### config.mk
export PLATFORM = sky130hd
export DESIGN_NAME = bram_loader
export DESIGN_NICKNAME = d
export VERILOG_FILES = /design/src/rtl/bram_loader.sv
export SDC_FILE = /design/constraint.sdc
export NUM_CORES = 1
export LEC_CHECK = 0
export ABC_AREA = 1
export BUFFER_PORTS_ARGS = -buffer_cell sky130_fd_sc_hd__buf_2
export CAP_MARGIN = 20
export CORE_AREA = 3 3 212 214
export DETAILED_ROUTE_END_ITERATION = 8
export DIE_AREA = 0 0 215 217
export SLEW_MARGIN = 10
export SYNTH_ARGS = -nofsm -noshare
export SYNTH_HDL_FRONTEND = slang
export SYNTH_SLANG_ARGS = --single-unit
export TNS_END_PERCENT = 100
### constraint.sdc
create_clock -name clk -period 2.3 [get_ports clk]
set_input_delay 0.46 -clock clk [delete_from_list [all_inputs] [get_ports clk]]
set_output_delay 0.46 -clock clk [all_outputs]
set_load 0.1 [all_outputs]
### src/rtl/bram_loader.sv
// Streams a fixed number of lines into a BRAM, then hands the BRAM over to cyclic playback.
// Optional running XOR checksum of the written lines: define BRAM_LOADER_CHECKSUM_EN.
module bram_loader #(
    parameter  int DATA_WIDTH = 256,
    parameter  int BRAM_DEPTH = 1024,
    localparam int AW         = $clog2(BRAM_DEPTH)
) (
    input  logic                  clk,
    input  logic                  rst_n,
    input  logic                  load_start,
    input  logic [AW:0]           load_len,
    input  logic                  abort,
    input  logic [DATA_WIDTH-1:0] s_data,
    input  logic                  s_valid,
    output logic                  s_ready,
    input  logic                  write_rdy,
    output logic [AW-1:0]         addr,
    output logic [DATA_WIDTH-1:0] line_in,
    output logic                  we,
    output logic                  en,
    output logic                  generator_mode,
    output logic                  rst_gen_mode,
    output logic                  busy,
    output logic                  done,
    output logic                  err
`ifdef BRAM_LOADER_CHECKSUM_EN
    ,
    output logic [31:0]           checksum
`endif
);

    localparam logic [2:0] S_IDLE = 3'd0;
    localparam logic [2:0] S_WAIT = 3'd1;
    localparam logic [2:0] S_LOAD = 3'd2;
    localparam logic [2:0] S_ARM  = 3'd3;
    localparam logic [2:0] S_RUN  = 3'd4;

    localparam logic [AW:0] DEPTH_L = (AW+1)'(BRAM_DEPTH);

    logic [2:0]            r_state;
    logic [AW:0]           r_len_q;
    logic [AW-1:0]         r_cnt;
    logic [AW-1:0]         r_addr;
    logic [DATA_WIDTH-1:0] r_line;
    logic                  r_we;
    logic                  r_en;
    logic                  r_gen;
    logic                  r_rst_gen;
    logic                  r_done;
    logic                  r_err;

    logic w_ready;
    logic w_accept;
    logic w_last;
    logic w_len_ok;
    logic w_start_ok;

    assign w_ready    = (r_state == S_LOAD) && write_rdy && !abort;
    assign w_accept   = w_ready && s_valid;
    assign w_last     = ({1'b0, r_cnt} == (r_len_q - 1'b1));
    assign w_len_ok   = (load_len != '0) && (load_len <= DEPTH_L);
    // A new load is only honoured from IDLE/RUN; abort always wins.
    assign w_start_ok = !abort && load_start && w_len_ok &&
                        ((r_state == S_IDLE) || (r_state == S_RUN));

    always_ff @(posedge clk or negedge rst_n) begin
        if (!rst_n) begin
            r_state   <= S_IDLE;
            r_len_q   <= '0;
            r_cnt     <= '0;
            r_addr    <= '0;
            r_line    <= '0;
            r_we      <= 1'b0;
            r_en      <= 1'b0;
            r_gen     <= 1'b0;
            r_rst_gen <= 1'b0;
            r_done    <= 1'b0;
            r_err     <= 1'b0;
        end else begin
            r_we      <= 1'b0;
            r_en      <= 1'b0;
            r_rst_gen <= 1'b0;
            r_done    <= 1'b0;
            if (abort) begin
                r_state <= S_IDLE;
                r_gen   <= 1'b0;
                r_cnt   <= '0;
            end else begin
                case (r_state)
                    S_IDLE, S_RUN: begin
                        if (load_start) begin
                            if (w_len_ok) begin
                                r_len_q   <= load_len;
                                r_cnt     <= '0;
                                r_err     <= 1'b0;
                                r_gen     <= 1'b0;
                                r_rst_gen <= 1'b1;
                                r_state   <= S_WAIT;
                            end else begin
                                r_err <= 1'b1;
                            end
                        end
                    end
                    S_WAIT: begin
                        if (write_rdy) r_state <= S_LOAD;
                    end
                    S_LOAD: begin
                        if (w_accept) begin
                            r_we   <= 1'b1;
                            r_en   <= 1'b1;
                            r_line <= s_data;
                            r_addr <= r_cnt;
                            // cnt parks on len_q-1 so addr can never run past the last line
                            if (w_last) r_state <= S_ARM;
                            else        r_cnt   <= r_cnt + 1'b1;
                        end
                    end
                    S_ARM: begin
                        r_gen   <= 1'b1;
                        r_done  <= 1'b1;
                        r_state <= S_RUN;
                    end
                    default: r_state <= S_IDLE;
                endcase
            end
        end
    end

`ifdef BRAM_LOADER_CHECKSUM_EN
    logic [31:0] w_fold;
    logic [31:0] r_csum;

    always_comb begin
        w_fold = '0;
        for (int i = 0; i < DATA_WIDTH/32; i++) w_fold = w_fold ^ s_data[i*32 +: 32];
    end

    always_ff @(posedge clk or negedge rst_n) begin
        if (!rst_n)          r_csum <= '0;
        else if (w_start_ok) r_csum <= '0;
        else if (w_accept)   r_csum <= r_csum ^ w_fold;
    end

    assign checksum = r_csum;
`else
    // Plain build: no checksum state; w_start_ok only feeds the checksum clear.
    logic w_unused;
    assign w_unused = w_start_ok;
`endif

    assign s_ready        = w_ready;
    assign addr           = r_addr;
    assign line_in        = r_line;
    assign we             = r_we;
    assign en             = r_en;
    assign generator_mode = r_gen;
    assign rst_gen_mode   = r_rst_gen;
    assign done           = r_done;
    assign err            = r_err;
    assign busy           = (r_state == S_WAIT) || (r_state == S_LOAD) || (r_state == S_ARM);

endmodule

Yosys cells after proc, flatten, opt, wreduce, memory -nomap -nowiden
Index checks and enable logic that the tools add are counted.
Cells by class
  add/sub/neg operators: 2
  $lt $le $gt $ge: 1
  equality and inequality tests: 11
  multiplexer cells: 27
  bitwise logic cells: 1
  reductions and logical operators: 18
Operators by type and width (number)
  two-way mux 10 bit: 5
  case mux 10 bit (2 select lines): 1
  two-way mux 3 bit: 6
  != test 3 bit (second input constant): 6
  two-way mux 1 bit: 13
  case mux 3 bit (4 select lines): 1
  == test 10 x 11 -> 1 bit: 1
  less-or-equal comparator 11 bit (second input constant): 1
  nonzero test 11 bit: 1
  subtractor 11 x 1 -> 11 bit (second input constant): 1
  adder 10 x 1 -> 10 bit (second input constant): 1
  AND reduction 5 bit: 2
  AND reduction 3 bit: 3
  == test 3 x 2 -> 1 bit (second input constant): 2
  nonzero test 3 bit: 2
  logical AND 1 bit: 4
  AND reduction 4 bit: 1
  == test 3 x 1 -> 1 bit (second input constant): 1
  == test 3 bit (second input constant): 1
  zero test 3 bit: 1
  logical OR 1 bit: 2
  case mux 1 bit (2 select lines): 1
  OR reduction 2 bit: 1
  zero test 1 bit: 1
  inverter 1 bit: 1
Storage, ports and cells
  bits in registers: 295
  input bits: 273
  output and inout port bits: 274
  word-level logic and storage cells: 70

Depth between registers and ports, before layout
  depth in word-level cells: 7
  mapped depth: 17
  depth with buffers taken out: 17

Worst setup path after synthesis
Ideal clock, no wire load.
  path kind: register to output
  from: reg r_state[1]
  to: out busy
  arrival: 1.718 ns
  required time: 1.840 ns
  slack: 0.122 ns
  cell stages (with the launch flop): 3
  buffers on the path: 0
  cells stage by stage: dfrtp_1 -> nor2_2 -> nor2_1
On the way
  cells in the longest elaborated chain, start to end: 3
  elaborated cells on any way between the ends: 5
  classes of those cells: eq/ne: 3; reduce/logical: 2
Ends and longest elaborated chain
  from (decl): line 40  | logic [2:0] r_state;
  from (signal assigned): line 68  | r_state <= S_IDLE;
  from (signal assigned): line 85  | r_state <= S_IDLE;
  from (signal assigned): line 98  | r_state <= S_WAIT;
  == test 3 x 1 -> 1 bit or == test 3 x 2 -> 1 bit (tied branches): line 160  | assign busy = (r_state == S_WAIT) || (r_state == S_LOAD) || (r_state == S_ARM);
  logical OR 1 bit: line 160
  logical OR 1 bit *: line 160
  to (decl): line 23  | output logic busy,
Mark *: on every way between the ends. The rest lies on a longest branch, timed or not.

Final worst setup path
  from: reg r_state[0]
  to: out s_ready
On the way
  cells in the longest elaborated chain, start to end: 3
Ends and longest elaborated chain
  == test 3 x 2 -> 1 bit: line 58  | assign w_ready = (r_state == S_LOAD) && write_rdy && !abort;
  logical AND 1 bit (2 in a row): line 58
  to (decl): line 15  | output logic s_ready,
Every way passes these cells.

==> impl_metrics.env <==
export IMPL_status="complete, no violations"
export IMPL_synth_top_family_by_area="simple AND/OR/NAND/NOR gates"
export IMPL_grt_max_degree=136
export IMPL_die_y_um=217
export IMPL_io_pins=547
export IMPL_yosys_register_bits=295
export IMPL_synth_cell_types=29
export IMPL_vias=10900
export IMPL_crit_fanout=3
export IMPL_arrival_ns=1.66
export IMPL_ys_seq_area_share_pct=62.0
export IMPL_skew_ns=0.0117
export IMPL_drt_iter0_drc=747
export IMPL_min_delay_path_depth=3
export IMPL_die_w_um=215
export IMPL_detail_route_wl_per_cell_um=14.6
export IMPL_rows=76
export IMPL_start_util_pct=27.7
export IMPL_overflow=0
export IMPL_slew_limit_headroom_pct=52.4
export IMPL_synthMuxAreaShare_pct=0
export IMPL_h_tree_depth=2
export IMPL_tritoncts="built"
export IMPL_synth_most_common_cell="nand2_1"
export IMPL_worst_pin_slew_ns=0.714
export IMPL_path_cells="nor2_1 > nand3_2 > nor2_4 > buf_12"
export IMPL_synthSimpleGateAreaFrac_pct=31.8
export IMPL_synth_compound_area_share_pct=1.13
export IMPL_syn2layout_area_growth_pct=39.3
export IMPL_drt_pass1_iter_count=5
export IMPL_route_detailed_drc=0
export IMPL_synth_xor_area_share_pct=0.735
export IMPL_numCtsBuffers=35
export IMPL_cts_max_path_buffers=3
export IMPL_min_period_ns=2.12
export IMPL_dpl_hpwl_um=27900
export IMPL_setup_viol=0
export IMPL_max_stage_delay_ns=0.40
export IMPL_synth_area_leaders="dfrtp_1, nand2_1, buf_2"
export IMPL_antenna_found_initial=1
export IMPL_clk_pin_slew_ns=0.06
export IMPL_drv_slew=0
export IMPL_wl_um=37400
export IMPL_rsz0062_at_grt="no"
export IMPL_core_um2=43100
export IMPL_drive_gt1_share_pct=34.2
export IMPL_yosys_warnings=0
export IMPL_synth_commonest_cells="nand2_1, dfrtp_1, buf_2"
export IMPL_cts_root_buffer="clkbuf_16"
export IMPL_grt_pass1_wl_um=58300
export IMPL_cp_start_kind="register"
export IMPL_synth_top_area_cell="dfrtp_1"
export IMPL_syn_area_um2=11900
export IMPL_hold_viol=0
export IMPL_synth_top_area_share_pct=62.0
export IMPL_grt_usage_pct=15.3
export IMPL_clock_sinks=295
export IMPL_seq_area_um2=7380
export IMPL_hold_path_class="in2reg"
export IMPL_fillers=4449
export IMPL_grt_pass1_vias=10800
export IMPL_syn_inst=1397
export IMPL_synthAdderAreaFrac_pct=0.210
export IMPL_postCtsSetupBuffers=0
export IMPL_end_kind="output pin"
export IMPL_synthArstFlopShare_pct=100
export IMPL_via_per_inst=4.26
export IMPL_ant_nets=0
export IMPL_multiInputGateArea_um2=4060
export IMPL_synth_edf_count=0
export IMPL_syn_nets=1672
export IMPL_place_congestion=0.884
export IMPL_finalSetupTns_ns=0
export IMPL_insertion_delay_ns=0.53
export IMPL_fin_crit_sh_pct=92.0
export IMPL_portBuffers=546
export IMPL_synthFlopType="dfrtp_1"
export IMPL_drv_cap=0
export IMPL_syn_avg_cell_area_um2=8.53
export IMPL_slowest_stage="dfrtp_1"
export IMPL_criticalPathCategory="reg2out"
export IMPL_reg2reg_depth=16
export IMPL_required_ns=1.84
export IMPL_nets=2227
export IMPL_cts_resized=0
export IMPL_fmax_mhz=473
export IMPL_design_die_area_um2=46700
logic make-up after synthesis:
logic type | Yosys count
AND/OR/NAND/NOR | 962
flip-flops | 295
buffers and inverters | 102
AO/OA/AOI/OAI | 26
XOR/XNOR | 10
adder cells (fa/ha/maj) | 2
critical path: cells and delay by family (launching register included):
kind / cells / cell delay (ns)
simple gates: 3 / 0.51
flops: 1 / 0.40
buf+inv: 1 / 0.20
state kept, by name, indices dropped and copies added (netlist names):
register	flops
rst_gen_mode	1
r_state	3
err	1
done	1
en	1
line_in	256
r_cnt	10
addr	10
r_len_q	11
generator_mode	1
timing repair:
action / in CTS / in global routing
hold buffers: 1 / 0
hold endpoints to repair: 54 / 0
setup endpoints to repair: 0 / 0
per-stage QoR:
step           setup slack [ns]  hold slack [ns]  instance area, um2  utilization, %  instances
2_1_floorplan             0.122            0.164               11900               -       1397
6_report                  0.184            0.124               16600            38.5       2562
3_3_place_gp              0.372            0.456               15500            35.9       2499
4_1_cts                   0.131           0.0851               16600            38.5       2561
3_5_place_dp              0.351            0.460               15500            35.9       2499
5_1_grt                  0.0892            0.101               16600            38.5       2562
layout by cell type (no fill, tap or decap), types with 7 or more instances in the layout:
cell type,instances
buf_4,23
nand3_2,12
nand3_1,14
dfrtp_1,295
o21ai_0,17
buf_12,12
nor2_2,7
xor2_1,7
nor2_1,35
clkbuf_16,37
nand2_1,872
inv_1,26
buf_2,544
inv_2,11
clkbuf_1,9
metal layers:
metal / part of all wire [%] / wire (um) / track usage, %
met2: 47 / 17700 / 25.6
met1: 42 / 15700 / 18.9
met4: 2.7 / 1030 / 5.20
met5: 0 / 0 / 0
met3: 7.8 / 2930 / 4.79
layout make-up:
type                            count  area share, %
Sequential cell                   295           44.5
Multi-Input combinational cell   1000           24.4
Timing Repair Buffer              581           19.0
Clock buffer                       51           6.20
Tap cell                          585           4.41
Inverter                           39          0.927
Clock inverter                     10          0.505
Antenna cell                        1         0.0151
worst paths after layout:
kind / startpoint / endpoint / slack, ns
hold reg to reg: line_in[83] / line_in[83] / 0.47
max in group asynchronous: rst_n / line_in[28] / 1.13
hold / removal: s_data[235] / line_in[235] / 0.12
setup reg to reg: r_len_q[0] / r_cnt[1] / 0.35
setup / recovery: r_state[0] / s_ready / 0.18
min in group asynchronous: rst_n / line_in[164] / 0.52
Power is left out: the tool's default activity adds up to more than one toggle a clock period on the data nets, which glitch-free logic cannot reach.
